`src/rtl/ptw_arb_pkg.sv`:
```
// rtl/ptw_arb_pkg.sv - shared types and constants for the page-table-walker AXI read arbiter
package ptw_arb_pkg;

  typedef enum logic [1:0] {
    ST_IDLE  = 2'd0,
    ST_AR    = 2'd1,
    ST_R     = 2'd2,
    ST_DRAIN = 2'd3
  } state_e;

  localparam logic       PORT_I     = 1'b0;
  localparam logic       PORT_D     = 1'b1;
  localparam logic [1:0] RRESP_OKAY = 2'b00;

  function automatic int clog2(input int value);
    int r;
    int v;
    r = 0;
    v = value - 1;
    while (v > 0) begin
      r = r + 1;
      v = v >> 1;
    end
    return r;
  endfunction

endpackage

```
`src/rtl/ptw_req_slot.sv`:
```
// rtl/ptw_req_slot.sv - per-walker pending flag and address latch with abort/overwrite priority
module ptw_req_slot #(
  parameter int ADDR_WIDTH = 64
) (
  input  logic                  clk,
  input  logic                  rst_n,
  input  logic                  addr_valid,
  input  logic [ADDR_WIDTH-1:0] addr,
  input  logic                  abort,
  input  logic                  grant,
  output logic                  req,
  output logic [ADDR_WIDTH-1:0] req_addr
);

  logic                  pending_q, pending_d;
  logic [ADDR_WIDTH-1:0] addr_q, addr_d;

  // A fresh pulse beats a same-cycle abort; a grant consumes everything.
  always_comb begin
    pending_d = pending_q;
    addr_d    = addr_q;
    if (addr_valid) begin
      addr_d = addr;
    end
    if (grant) begin
      pending_d = 1'b0;
    end else if (addr_valid) begin
      pending_d = 1'b1;
    end else if (abort) begin
      pending_d = 1'b0;
    end
  end

  always_ff @(posedge clk or negedge rst_n) begin
    if (!rst_n) begin
      pending_q <= 1'b0;
      addr_q    <= '0;
    end else begin
      pending_q <= pending_d;
      addr_q    <= addr_d;
    end
  end

  assign req      = addr_valid | (pending_q & ~abort);
  assign req_addr = addr_valid ? addr : addr_q;

endmodule

```
`src/rtl/ptw_axi_arbiter.sv`:
```
// rtl/ptw_axi_arbiter.sv - round-robin share of one AXI read master between ITLB and DTLB walkers
module ptw_axi_arbiter
  import ptw_arb_pkg::*;
#(
  parameter int ADDR_WIDTH     = 64,
  parameter int DATA_WIDTH     = 64,
  parameter int TIMEOUT_CYCLES = 1024
) (
  input  logic                  clk,
  input  logic                  rst_n,
  input  logic                  i_addr_valid,
  input  logic                  d_addr_valid,
  input  logic [ADDR_WIDTH-1:0] i_addr,
  input  logic [ADDR_WIDTH-1:0] d_addr,
  input  logic                  i_abort,
  input  logic                  d_abort,
  output logic                  i_data_valid,
  output logic                  d_data_valid,
  output logic [DATA_WIDTH-1:0] i_data,
  output logic [DATA_WIDTH-1:0] d_data,
  output logic                  i_access_fault,
  output logic                  d_access_fault,
  output logic                  m_arvalid,
  output logic [ADDR_WIDTH-1:0] m_araddr,
  input  logic                  m_arready,
  input  logic                  m_rvalid,
  input  logic [DATA_WIDTH-1:0] m_rdata,
  input  logic [1:0]            m_rresp,
  output logic                  m_rready,
  output logic                  busy
);

  localparam int              WAIT_W   = (TIMEOUT_CYCLES > 0) ? clog2(TIMEOUT_CYCLES + 1) : 1;
  localparam logic [WAIT_W-1:0] WAIT_MAX = WAIT_W'(TIMEOUT_CYCLES);
  localparam bit              TIMEOUT_EN = (TIMEOUT_CYCLES > 0);

  state_e                state_q, state_d;
  logic                  owner_q, owner_d;
  logic                  last_grant_q, last_grant_d;
  logic                  drop_q, drop_d;
  logic [WAIT_W-1:0]     wait_q, wait_d;
  logic [ADDR_WIDTH-1:0] araddr_q, araddr_d;
  logic                  i_dv_q, i_dv_d, d_dv_q, d_dv_d;
  logic                  i_flt_q, i_flt_d, d_flt_q, d_flt_d;
  logic [DATA_WIDTH-1:0] i_data_q, i_data_d, d_data_q, d_data_d;

  logic                  req_i, req_d, gnt_i, gnt_d;
  logic [ADDR_WIDTH-1:0] req_addr_i, req_addr_d;
  logic                  owner_abort, ok_pulse, flt_pulse;

  ptw_req_slot #(.ADDR_WIDTH(ADDR_WIDTH)) u_slot_i (
    .clk(clk), .rst_n(rst_n), .addr_valid(i_addr_valid), .addr(i_addr),
    .abort(i_abort), .grant(gnt_i), .req(req_i), .req_addr(req_addr_i)
  );

  ptw_req_slot #(.ADDR_WIDTH(ADDR_WIDTH)) u_slot_d (
    .clk(clk), .rst_n(rst_n), .addr_valid(d_addr_valid), .addr(d_addr),
    .abort(d_abort), .grant(gnt_d), .req(req_d), .req_addr(req_addr_d)
  );

  // I wins a contested grant only when D went last.
  always_comb begin
    gnt_i = 1'b0;
    gnt_d = 1'b0;
    if (state_q == ST_IDLE) begin
      if (req_i && (!req_d || last_grant_q == PORT_D)) begin
        gnt_i = 1'b1;
      end else if (req_d) begin
        gnt_d = 1'b1;
      end
    end
  end

  assign owner_abort = (owner_q == PORT_I) ? i_abort : d_abort;

  always_comb begin
    state_d      = state_q;
    owner_d      = owner_q;
    last_grant_d = last_grant_q;
    drop_d       = drop_q;
    wait_d       = wait_q;
    araddr_d     = araddr_q;
    ok_pulse     = 1'b0;
    flt_pulse    = 1'b0;
    case (state_q)
      ST_IDLE: begin
        drop_d = 1'b0;
        if (gnt_i || gnt_d) begin
          owner_d      = gnt_d ? PORT_D : PORT_I;
          last_grant_d = gnt_d ? PORT_D : PORT_I;
          araddr_d     = gnt_d ? req_addr_d : req_addr_i;
          state_d      = ST_AR;
        end
      end
      ST_AR: begin
        if (owner_abort) drop_d = 1'b1;
        if (m_arready) begin
          state_d = ST_R;
          wait_d  = '0;
        end
      end
      ST_R: begin
        if (owner_abort) drop_d = 1'b1;
        if (m_rvalid) begin
          state_d = ST_IDLE;
          if (!(drop_q || owner_abort)) begin
            ok_pulse  = (m_rresp == RRESP_OKAY);
            flt_pulse = (m_rresp != RRESP_OKAY);
          end
        end else if (TIMEOUT_EN && wait_q == WAIT_MAX) begin
          // The beat may still arrive; DRAIN swallows it so the slave is not left hanging.
          state_d   = ST_DRAIN;
          flt_pulse = !(drop_q || owner_abort);
        end else if (wait_q != WAIT_MAX) begin
          wait_d = wait_q + WAIT_W'(1);
        end
      end
      ST_DRAIN: begin
        if (owner_abort) drop_d = 1'b1;
        if (m_rvalid) state_d = ST_IDLE;
      end
      default: state_d = ST_IDLE;
    endcase
  end

  always_comb begin
    i_dv_d   = ok_pulse  && (owner_q == PORT_I);
    d_dv_d   = ok_pulse  && (owner_q == PORT_D);
    i_flt_d  = flt_pulse && (owner_q == PORT_I);
    d_flt_d  = flt_pulse && (owner_q == PORT_D);
    i_data_d = i_dv_d ? m_rdata : i_data_q;
    d_data_d = d_dv_d ? m_rdata : d_data_q;
  end

  always_ff @(posedge clk or negedge rst_n) begin
    if (!rst_n) begin
      state_q      <= ST_IDLE;
      owner_q      <= PORT_I;
      last_grant_q <= PORT_D;
      drop_q       <= 1'b0;
      wait_q       <= '0;
      araddr_q     <= '0;
      i_dv_q       <= 1'b0;
      d_dv_q       <= 1'b0;
      i_flt_q      <= 1'b0;
      d_flt_q      <= 1'b0;
      i_data_q     <= '0;
      d_data_q     <= '0;
    end else begin
      state_q      <= state_d;
      owner_q      <= owner_d;
      last_grant_q <= last_grant_d;
      drop_q       <= drop_d;
      wait_q       <= wait_d;
      araddr_q     <= araddr_d;
      i_dv_q       <= i_dv_d;
      d_dv_q       <= d_dv_d;
      i_flt_q      <= i_flt_d;
      d_flt_q      <= d_flt_d;
      i_data_q     <= i_data_d;
      d_data_q     <= d_data_d;
    end
  end

  assign m_arvalid      = (state_q == ST_AR);
  assign m_araddr       = araddr_q;
  assign m_rready       = (state_q == ST_R) || (state_q == ST_DRAIN);
  assign busy           = (state_q != ST_IDLE);
  assign i_data_valid   = i_dv_q;
  assign d_data_valid   = d_dv_q;
  assign i_access_fault = i_flt_q;
  assign d_access_fault = d_flt_q;
  assign i_data         = i_data_q;
  assign d_data         = d_data_q;

endmodule

```
`config.mk`:
```
export PLATFORM = sky130hd
export DESIGN_NAME = ptw_axi_arbiter
export DESIGN_NICKNAME = d
export VERILOG_FILES = /design/src/rtl/ptw_arb_pkg.sv /design/src/rtl/ptw_req_slot.sv /design/src/rtl/ptw_axi_arbiter.sv
export SDC_FILE = /design/constraint.sdc
export NUM_CORES = 1
export LEC_CHECK = 0
export BUFFER_PORTS_ARGS = -buffer_cell sky130_fd_sc_hd__buf_2
export CORE_MARGIN = 10
export CORE_UTILIZATION = 52
export DETAILED_ROUTE_END_ITERATION = 12
export GPL_TIMING_DRIVEN = 0
export PLACE_DENSITY = 0.8
export SLEW_MARGIN = 30
export SYNTH_ARGS = -nofsm -noshare
export SYNTH_HDL_FRONTEND = slang
export SYNTH_SLANG_ARGS = --single-unit
```
`constraint.sdc`:
```
create_clock -name clk -period 2.43 [get_ports clk]
set_input_delay 0.243 -clock clk [delete_from_list [all_inputs] [get_ports clk]]
set_output_delay 0.243 -clock clk [all_outputs]
set_load 0.01 [all_outputs]
```
==> results of run 1 <==
power by group through the flow:
stage          Sequential (mW)  Clock (mW)  Combinational [mW]
2_1_floorplan             8.58           0                3.06
3_3_place_gp              8.02           0                6.25
3_5_place_dp              8.09           0                6.42
4_1_cts                   8.03        5.91                6.73
5_1_grt                   8.29        6.21                7.49
6_report                  8.17        5.94                6.95
worst register-to-register path, stage by stage (launching register included):
cell and delay [ns]:
sky130_fd_sc_hd__dfrtp_1 0.35, sky130_fd_sc_hd__clkbuf_1 0.20, sky130_fd_sc_hd__a211o_1 0.32, sky130_fd_sc_hd__a21oi_2 0.26, sky130_fd_sc_hd__buf_4 0.28, sky130_fd_sc_hd__clkbuf_2 0.25, sky130_fd_sc_hd__nor3b_1 0.37, sky130_fd_sc_hd__o31ai_1 0.14
per-stage QoR:
step / setup slack (ns) / hold WS, ns
final: 0.122 / 0.0171
after floorplan: 0.428 / -0.0526
after detailed placement: -0.219 / 0.0373
after CTS: 0.0160 / 0.0000512
after global placement: -5.25 / 0.456
after global routing: 0.00584 / 0.00436
kinds of logic (layout without fill, tap and decap cells):
family | Yosys count | in the layout
flip-flops | 342 | 342
other | 0 | 9
buffers and inverters | 77 | 724
XOR/XNOR | 6 | 6
AND/OR/NAND/NOR | 181 | 181
AO/OA/AOI/OAI | 152 | 152
adder cells (fa/ha/maj) | 2 | 2
multiplexers | 258 | 258
layout make-up:
cell class	count	share of cell area, %
Antenna cell	9	0.114
Buffer	73	2.25
Clock buffer	51	5.46
Clock inverter	16	1.01
Inverter	3	0.0568
Multi-Input combinational cell	599	26.1
Sequential cell	342	43.2
Tap cell	341	2.15
Timing Repair Buffer	581	19.7
state kept, by name, indices dropped and copies added (netlist names):
register,count
d_access_fault,1
i_access_fault,1
m_araddr,64
i_data_valid,1
owner_q,1
state_q,2
i_data,64
last_grant_q,1
d_data_valid,1
u_slot_i.pending_q,1
drop_q,1
wait_q,11
u_slot_d.pending_q,1
u_slot_d.addr_q,64
u_slot_i.addr_q,64
d_data,64
routing by layer:
metal	routed length [um]	global-route usage, %	share of wire (%)
met3	4500	8.07	9.2
met5	0	0	0
met2	25200	49.6	51
met4	1840	11.5	3.8
met1	17500	30.4	36
path summary, 6_finish.rpt:
| check | start | depth (start not counted) | endpoint | slack, ns |
|---|---|---|---|---|
| setup / recovery | state_q[0]$_DFFE_PN0P_ | 7 | m_araddr[45]$_DFFE_PN0P_ | 0.12 |
| hold / removal | i_addr[60] | 2 | u_slot_i.addr_q[60]$_DFF_PN0_ | 0.02 |
| setup reg to reg | state_q[0]$_DFFE_PN0P_ | 7 | m_araddr[45]$_DFFE_PN0P_ | 0.12 |
| hold reg to reg | m_araddr[27]$_DFFE_PN0P_ | 2 | m_araddr[27]$_DFFE_PN0P_ | 0.48 |
| max in group asynchronous | rst_n | 4 | d_data[15]$_DFFE_PN0P_ | 1.21 |
| min in group asynchronous | rst_n | 2 | u_slot_i.addr_q[30]$_DFF_PN0_ | 0.11 |
placed cells by master (no fill, tap or decap), types with 7 or more instances in the layout:
cell type / count
sky130_fd_sc_hd__nand2_1: 80
sky130_fd_sc_hd__dfrtp_1: 341
sky130_fd_sc_hd__nor3b_1: 66
sky130_fd_sc_hd__mux2_4: 49
sky130_fd_sc_hd__o31ai_1: 64
sky130_fd_sc_hd__a21oi_1: 69
sky130_fd_sc_hd__diode_2: 9
sky130_fd_sc_hd__buf_6: 7
sky130_fd_sc_hd__buf_2: 416
sky130_fd_sc_hd__buf_1: 7
sky130_fd_sc_hd__mux2_1: 40
sky130_fd_sc_hd__clkbuf_16: 39
sky130_fd_sc_hd__clkbuf_1: 36
sky130_fd_sc_hd__mux2_2: 167
sky130_fd_sc_hd__nor2_1: 14
sky130_fd_sc_hd__dlygate4sd3_1: 177
what timing repair did:
item | CTS | global route
endpoints found under the setup margin | 64 | 124
gates resized for setup | 4 | 8
endpoints found under the hold margin | 404 | 1
hold buffers | 176 | 1
==> qor.csv, run 1 <==
stage,metric,value,unit
floorplanning,die_h,185,um
routing,drt-total-wl,49000,um
power,power_leakage,9.74,nW
cells_and_area,final_nets,1841,
synthesis,compound_cell_area_share_of_the_yosys_netlist,6.91,%
floorplanning,std_cell_rows,60,
place,final_estimated_routing_congestion_in_global_placement,0.884,
sta,worst_slew_pin_slew,0.778,ns
clocking,cts_htree_levels,2,
power,clkPwrFrac,28.2,%
sta,slew_headroom,48.1,%
worst_setup_path,endpoint_kind,register,
synthesis,ys.flop_type,sky130_fd_sc_hd__dfrtp_1,
cells_and_area,multi_input_area,5170,um^2
synthesis,yosysSeqAreaShare,60.5,%
power,cell_internal_pwr,13.8,mW
worst_setup_path,timing.critical_path.from_type,register,
cells_and_area,final_design_area_excluding_fillers,19800,um^2
place,io_buffers,400,
job,max_cap_viol_count,0,
hold_path,worst_min_delay_path_category,input pin to register,
clocking,clk_pin_slew,0.06,ns
cells_and_area,final_core_density,73.7,%
routing,wire_per_inst,24.3,um
synthesis,post-synth-top-area-cell,sky130_fd_sc_hd__dfrtp_1,
power,power.density_cell_area,1060,nW/um^2
routing,drc_errors,0,
synthesis,syn_area,14200,um^2
clocking,cts-root-to-sink-buffers,3,
synthesis,post_synth_inst_count,1018,
worst_setup_path,path_buf_inv,3,
sta,hold_violation_total_from_the_final_report,0,
power,p_seq_share,38.8,%
worst_setup_path,timing.critical_path.max_delay_family,buffers and inverters,
routing,dr_total_vias,11300,
sta,setup-violations-final,0,
worst_setup_path,path_max_fanout,10,
synthesis,synth_common_cells,"sky130_fd_sc_hd__dfrtp_1, sky130_fd_sc_hd__mux2_2, sky130_fd_sc_hd__nand2_1, sky130_fd_sc_hd__a21oi_1, sky130_fd_sc_hd__nor3b_1",
clocking,worst_skew_pair.late_latency,0.51,ns
sta,worst_clock_skew,0.0242,ns
sta,rsz0062_at_grt,no,
floorplanning,floorplan.initialDensity,52.7,%
worst_setup_path,worst_ep_required_time,2.80,ns
floorplanning,horizontal_die_dimension,185,um
power,swShare,34.5,%
clocking,post_cts_buffers,0,
floorplanning,ioPinCount,401,
global_route,grt_pass1_vias,12400,
synthesis,edff_count_synth,0,
worst_setup_path,timing.setup.critical_path_class,register to register,
global_route,grt_use_total,27.8,%
power,combinationalPowerShare,33.0,%
clocking,cts_root_buf,sky130_fd_sc_hd__clkbuf_16,
synthesis,synth.avg_cell_area,13.9,um^2
place,final_hpwl_dp,31000,um
synthesis,postSynthNetCount,1222,
synthesis,synthMuxAreaShare,21.8,%
cells_and_area,layout-drive-gt1-share,43.6,%
clocking,cts_buffers,37,
synthesis,synth_simple_gate_area_share,7.06,%
global_route,grt.overflow.total,0,
synthesis,synthMostInstantiatedCell,sky130_fd_sc_hd__dfrtp_1,
place,post-place-cells,1763,
synthesis,postSynthRegisterBits,342,
worst_setup_path,critPathSlowestCell,sky130_fd_sc_hd__nor3b_1,
cells_and_area,count_of_non_filler_cells_in_the_finished_layout,2015,
routing,detailedRoute.firstPassIterationCount,7,
floorplanning,die_area,34200,um^2
global_route,grt_first_pass_wirelength,73900,um
clocking,cts_tree,yes,
routing,detail-route-antenna-nets,0,
routing,dr.first_iter.drc_count,795,
power,worst_ir_drop_vdd,0.701,mV
sta,period_minus_slack,2.31,ns
routing,routed_via_density,5.61,
synthesis,yosys.area_share.adder,0.177,%
synthesis,share_of_flip_flops_with_an_asynchronous_set_or_reset,100,%
synthesis,main_combinational_cell_family_by_area_after_synthesis,multiplexers,
cells_and_area,syn_to_final_growth,40.0,%
floorplanning,core_region_area,26900,um^2
global_route,grt_antenna_before_repair,6,
place,place_area,16700,um^2
synthesis,yosysUniqueCellTypes,46,
synthesis,synth_top_cells_by_area,"sky130_fd_sc_hd__dfrtp_1, sky130_fd_sc_hd__mux2_2, sky130_fd_sc_hd__mux2_4",
power,power.switching,7.26,mW
clocking,clock_sink_count,342,
power,p_total,21.1,mW
worst_setup_path,crit_arrival,2.68,ns
cells_and_area,fillers,1592,
run_status,result_of_the_run,"complete, no violations",
synthesis,post-synth-top-area-fraction,60.3,%
sta,post-route-period-util,95.0,%
sta,fmaxAchievable,433,MHz
sta,final-max-slew-violation-count,0,
cells_and_area,seq_area,8560,um^2
synthesis,ys.warnings.count,0,
sta,finalSetupTns,0,ns
global_route,grt_max_degree,90,
worst_setup_path,cp_cell_sequence,"clkbuf_1, a211o_1, a21oi_2, buf_4, clkbuf_2, nor3b_1, o31ai_1",
worst_setup_path,cpPeakStageDelay,0.36,ns
synthesis,synth-xor-area-share,0.371,%
Note: power is estimated with default switching activity, not from simulation.
==> inputs of run 2 (changes only) <==
--- a/config.mk
+++ b/config.mk
@@ -5,12 +5,12 @@
 export SDC_FILE = /design/constraint.sdc
 export NUM_CORES = 1
 export LEC_CHECK = 0
-export BUFFER_PORTS_ARGS = -buffer_cell sky130_fd_sc_hd__buf_2
 export CORE_MARGIN = 10
-export CORE_UTILIZATION = 52
+export CORE_UTILIZATION = 60
 export DETAILED_ROUTE_END_ITERATION = 12
+export DONT_BUFFER_PORTS = 1
 export GPL_TIMING_DRIVEN = 0
-export PLACE_DENSITY = 0.8
+export PLACE_DENSITY = 0.76
 export SLEW_MARGIN = 30
 export SYNTH_ARGS = -nofsm -noshare
 export SYNTH_HDL_FRONTEND = slang
==> qor.csv, run 2 (synthesis gave the netlist of run 1 again) <==
stage,metric,value,unit
run_status,result_of_the_run,"complete, but fails checks",
run_status,failed_checks,hold timing,
sta,rsz0062_at_grt,yes,
routing,routed_via_density,5.96,
floorplanning,floorplan.initialDensity,60.7,%
worst_setup_path,path_max_fanout,10,
clocking,clock_sink_count,342,
clocking,worst_skew_pair.late_latency,0.50,ns
place,io_buffers,0,
clocking,cts_tree,yes,
power,power.density_cell_area,1090,nW/um^2
sta,worst_slack,0.0654,ns
clocking,clk_pin_slew,0.06,ns
clocking,cts-root-to-sink-buffers,3,
floorplanning,std_cell_rows,56,
sta,worst_slew_pin_slew,0.626,ns
sta,slew_headroom,58.3,%
global_route,grt_max_degree,343,
floorplanning,die_h,174,um
place,final_estimated_routing_congestion_in_global_placement,0.824,
routing,drc_errors,0,
worst_setup_path,timing.critical_path.from_type,register,
floorplanning,die_area,30100,um^2
sta,post-route-period-util,97.3,%
sta,final-max-slew-violation-count,0,
global_route,grt.overflow.total,0,
routing,drt-total-wl,43400,um
cells_and_area,layout_common_cells,"sky130_fd_sc_hd__dfrtp_1, sky130_fd_sc_hd__dlygate4sd3_1, sky130_fd_sc_hd__mux2_2",
cells_and_area,syn_to_final_growth,25.8,%
clocking,cts_hold_buffers,197,
cells_and_area,layout-drive-gt1-share,25.2,%
worst_setup_path,worst_ep_required_time,2.79,ns
clocking,cts_htree_levels,2,
global_route,grt_antenna_before_repair,4,
worst_setup_path,regToRegStartpoint,state_q[0]$_DFFE_PN0P_,
sta,fmaxAchievable,423,MHz
global_route,grt_first_pass_wirelength,66400,um
worst_setup_path,timing.setup.critical_path_class,register to register,
worst_setup_path,r2r_slack,0.07,ns
clocking,post_cts_buffers,0,
floorplanning,horizontal_die_dimension,174,um
floorplanning,core_region_area,23300,um^2
sta,setup-violations-final,0,
routing,detailedRoute.firstPassIterationCount,5,
worst_setup_path,endpoint_kind,register,
hold_path,worst_min_delay_path_category,input pin to asynchronous set/reset pin,
cells_and_area,fillers,1322,
sta,worst_clock_skew,0.0113,ns
routing,wire_per_inst,27.1,um
routing,dr_total_vias,9539,
place,post-place-cells,1337,
job,max_cap_viol_count,0,
cells_and_area,count_of_non_filler_cells_in_the_finished_layout,1600,
worst_setup_path,worst-r2r-cell-count,7,
worst_setup_path,r2r-end,m_araddr[39]$_DFFE_PN0P_,
place,final_hpwl_dp,27800,um
worst_setup_path,cpPeakStageDelay,0.40,ns
power,p_total,19.4,mW
worst_setup_path,cp_cell_sequence,"clkbuf_1, a211o_1, a21oi_2, buf_4, buf_2, a21oi_1, o31ai_1",
sta,period_minus_slack,2.36,ns
global_route,grt_pass1_vias,10500,
worst_setup_path,crit_arrival,2.73,ns
cells_and_area,layout.cells.most_common,sky130_fd_sc_hd__dfrtp_1,
cells_and_area,final_nets,1455,
floorplanning,ioPinCount,401,
clocking,cts_buffers,35,
global_route,grt_use_total,28.1,%
worst_setup_path,critPathSlowestCell,sky130_fd_sc_hd__o31ai_1,
clocking,cts_root_buf,sky130_fd_sc_hd__clkbuf_16,
sta,whs,-0.567,ns
routing,dr.first_iter.drc_count,817,
power,power_leakage,7.98,nW
power,worst_ir_drop_vdd,0.601,mV
sta,hold_violation_total_from_the_final_report,342,
place,place_ws,-0.260,ns
routing,detail-route-antenna-nets,0,
[run 2: cell count changes in the layout (fill, tap and decap cells not counted), moves of 4 or more]
cell / before / now
sky130_fd_sc_hd__dlygate4sd3_1: 177 / 197
sky130_fd_sc_hd__clkbuf_1: 36 / 31
sky130_fd_sc_hd__buf_16: 4 / 0
sky130_fd_sc_hd__diode_2: 9 / 4
sky130_fd_sc_hd__clkinv_2: 6 / 11
sky130_fd_sc_hd__buf_2: 416 / 17
sky130_fd_sc_hd__clkbuf_2: 4 / 8
[run 2: worst max-delay path, delay by kind of cell (launching register included)]
family	cells	cell delay [ns]
flip-flops	1	0.35
AO/OA/AOI/OAI	4	1.12
buffers and inverters	3	0.75
[run 2: worst max-delay path by stage]
stage | slack [ns] | endpoint | cells past startpoint | start
floorplan | 0.43 | i_data[14]$_DFFE_PN0P_ | 7 | state_q[0]$_DFFE_PN0P_
global placement | -0.25 | m_araddr[6]$_DFFE_PN0P_ | 6 | u_slot_d.pending_q$_DFFE_PN0P_
detailed placement | -0.26 | m_araddr[26]$_DFFE_PN0P_ | 5 | u_slot_d.pending_q$_DFFE_PN0P_
CTS | 0.04 | m_araddr[56]$_DFFE_PN0P_ | 7 | state_q[0]$_DFFE_PN0P_
global route | -0.04 | m_araddr[39]$_DFFE_PN0P_ | 7 | state_q[0]$_DFFE_PN0P_
finish | 0.07 | m_araddr[39]$_DFFE_PN0P_ | 7 | state_q[0]$_DFFE_PN0P_
[run 2: power by group]
part | switching [mW] | leakage, nW | total, mW | internal [mW]
logic | 2.30 | 3.04 | 4.38 | 2.08
clock network | 2.22 | 0.618 | 5.76 | 3.54
registers | 2.01 | 4.32 | 9.24 | 7.23
[run 2: what timing repair did]
action	CTS	global route
gates resized for setup	3	17
setup endpoints to repair	66	157
endpoints found under the hold margin	603	342
[run 2: per-layer routing]
metal  wire (um)  GRT usage, %  vias to the layer above
met4        1520          9.65                        0
met1       15500          30.9                     4892
met5           0             0                        -
met2       22200          49.2                      457
li1            -             -                     4100
met3        4170          10.6                       90
[run 2: area by class of cell]
type                    instances  area, um^2  share of cell area (%)
multi-input cells             599        5170                    29.0
repair buffers                197        1970                    11.1
inverters                       3        11.3                  0.0633
diodes                          4        10.0                  0.0562
plain buffers                  73         450                    2.53
clock buffers                  46        1000                    5.62
well taps                     319         399                    2.24
clock inverters                17         235                    1.32
flip-flops and latches        342        8560                    48.1
[run 2: through the flow]
stage	hold WS (ns)	TNS [ns]	utilization [%]	area (um^2)
CTS	-0.575	0	76.2	17800
finish	-0.567	0	76.3	17800
floorplan	-0.0526	0	-	14200
global route	-0.590	-0.0421	76.3	17800
detailed placement	-0.0425	-11.35	62.4	14600
global placement	-0.0400	-10.16	62.4	14600
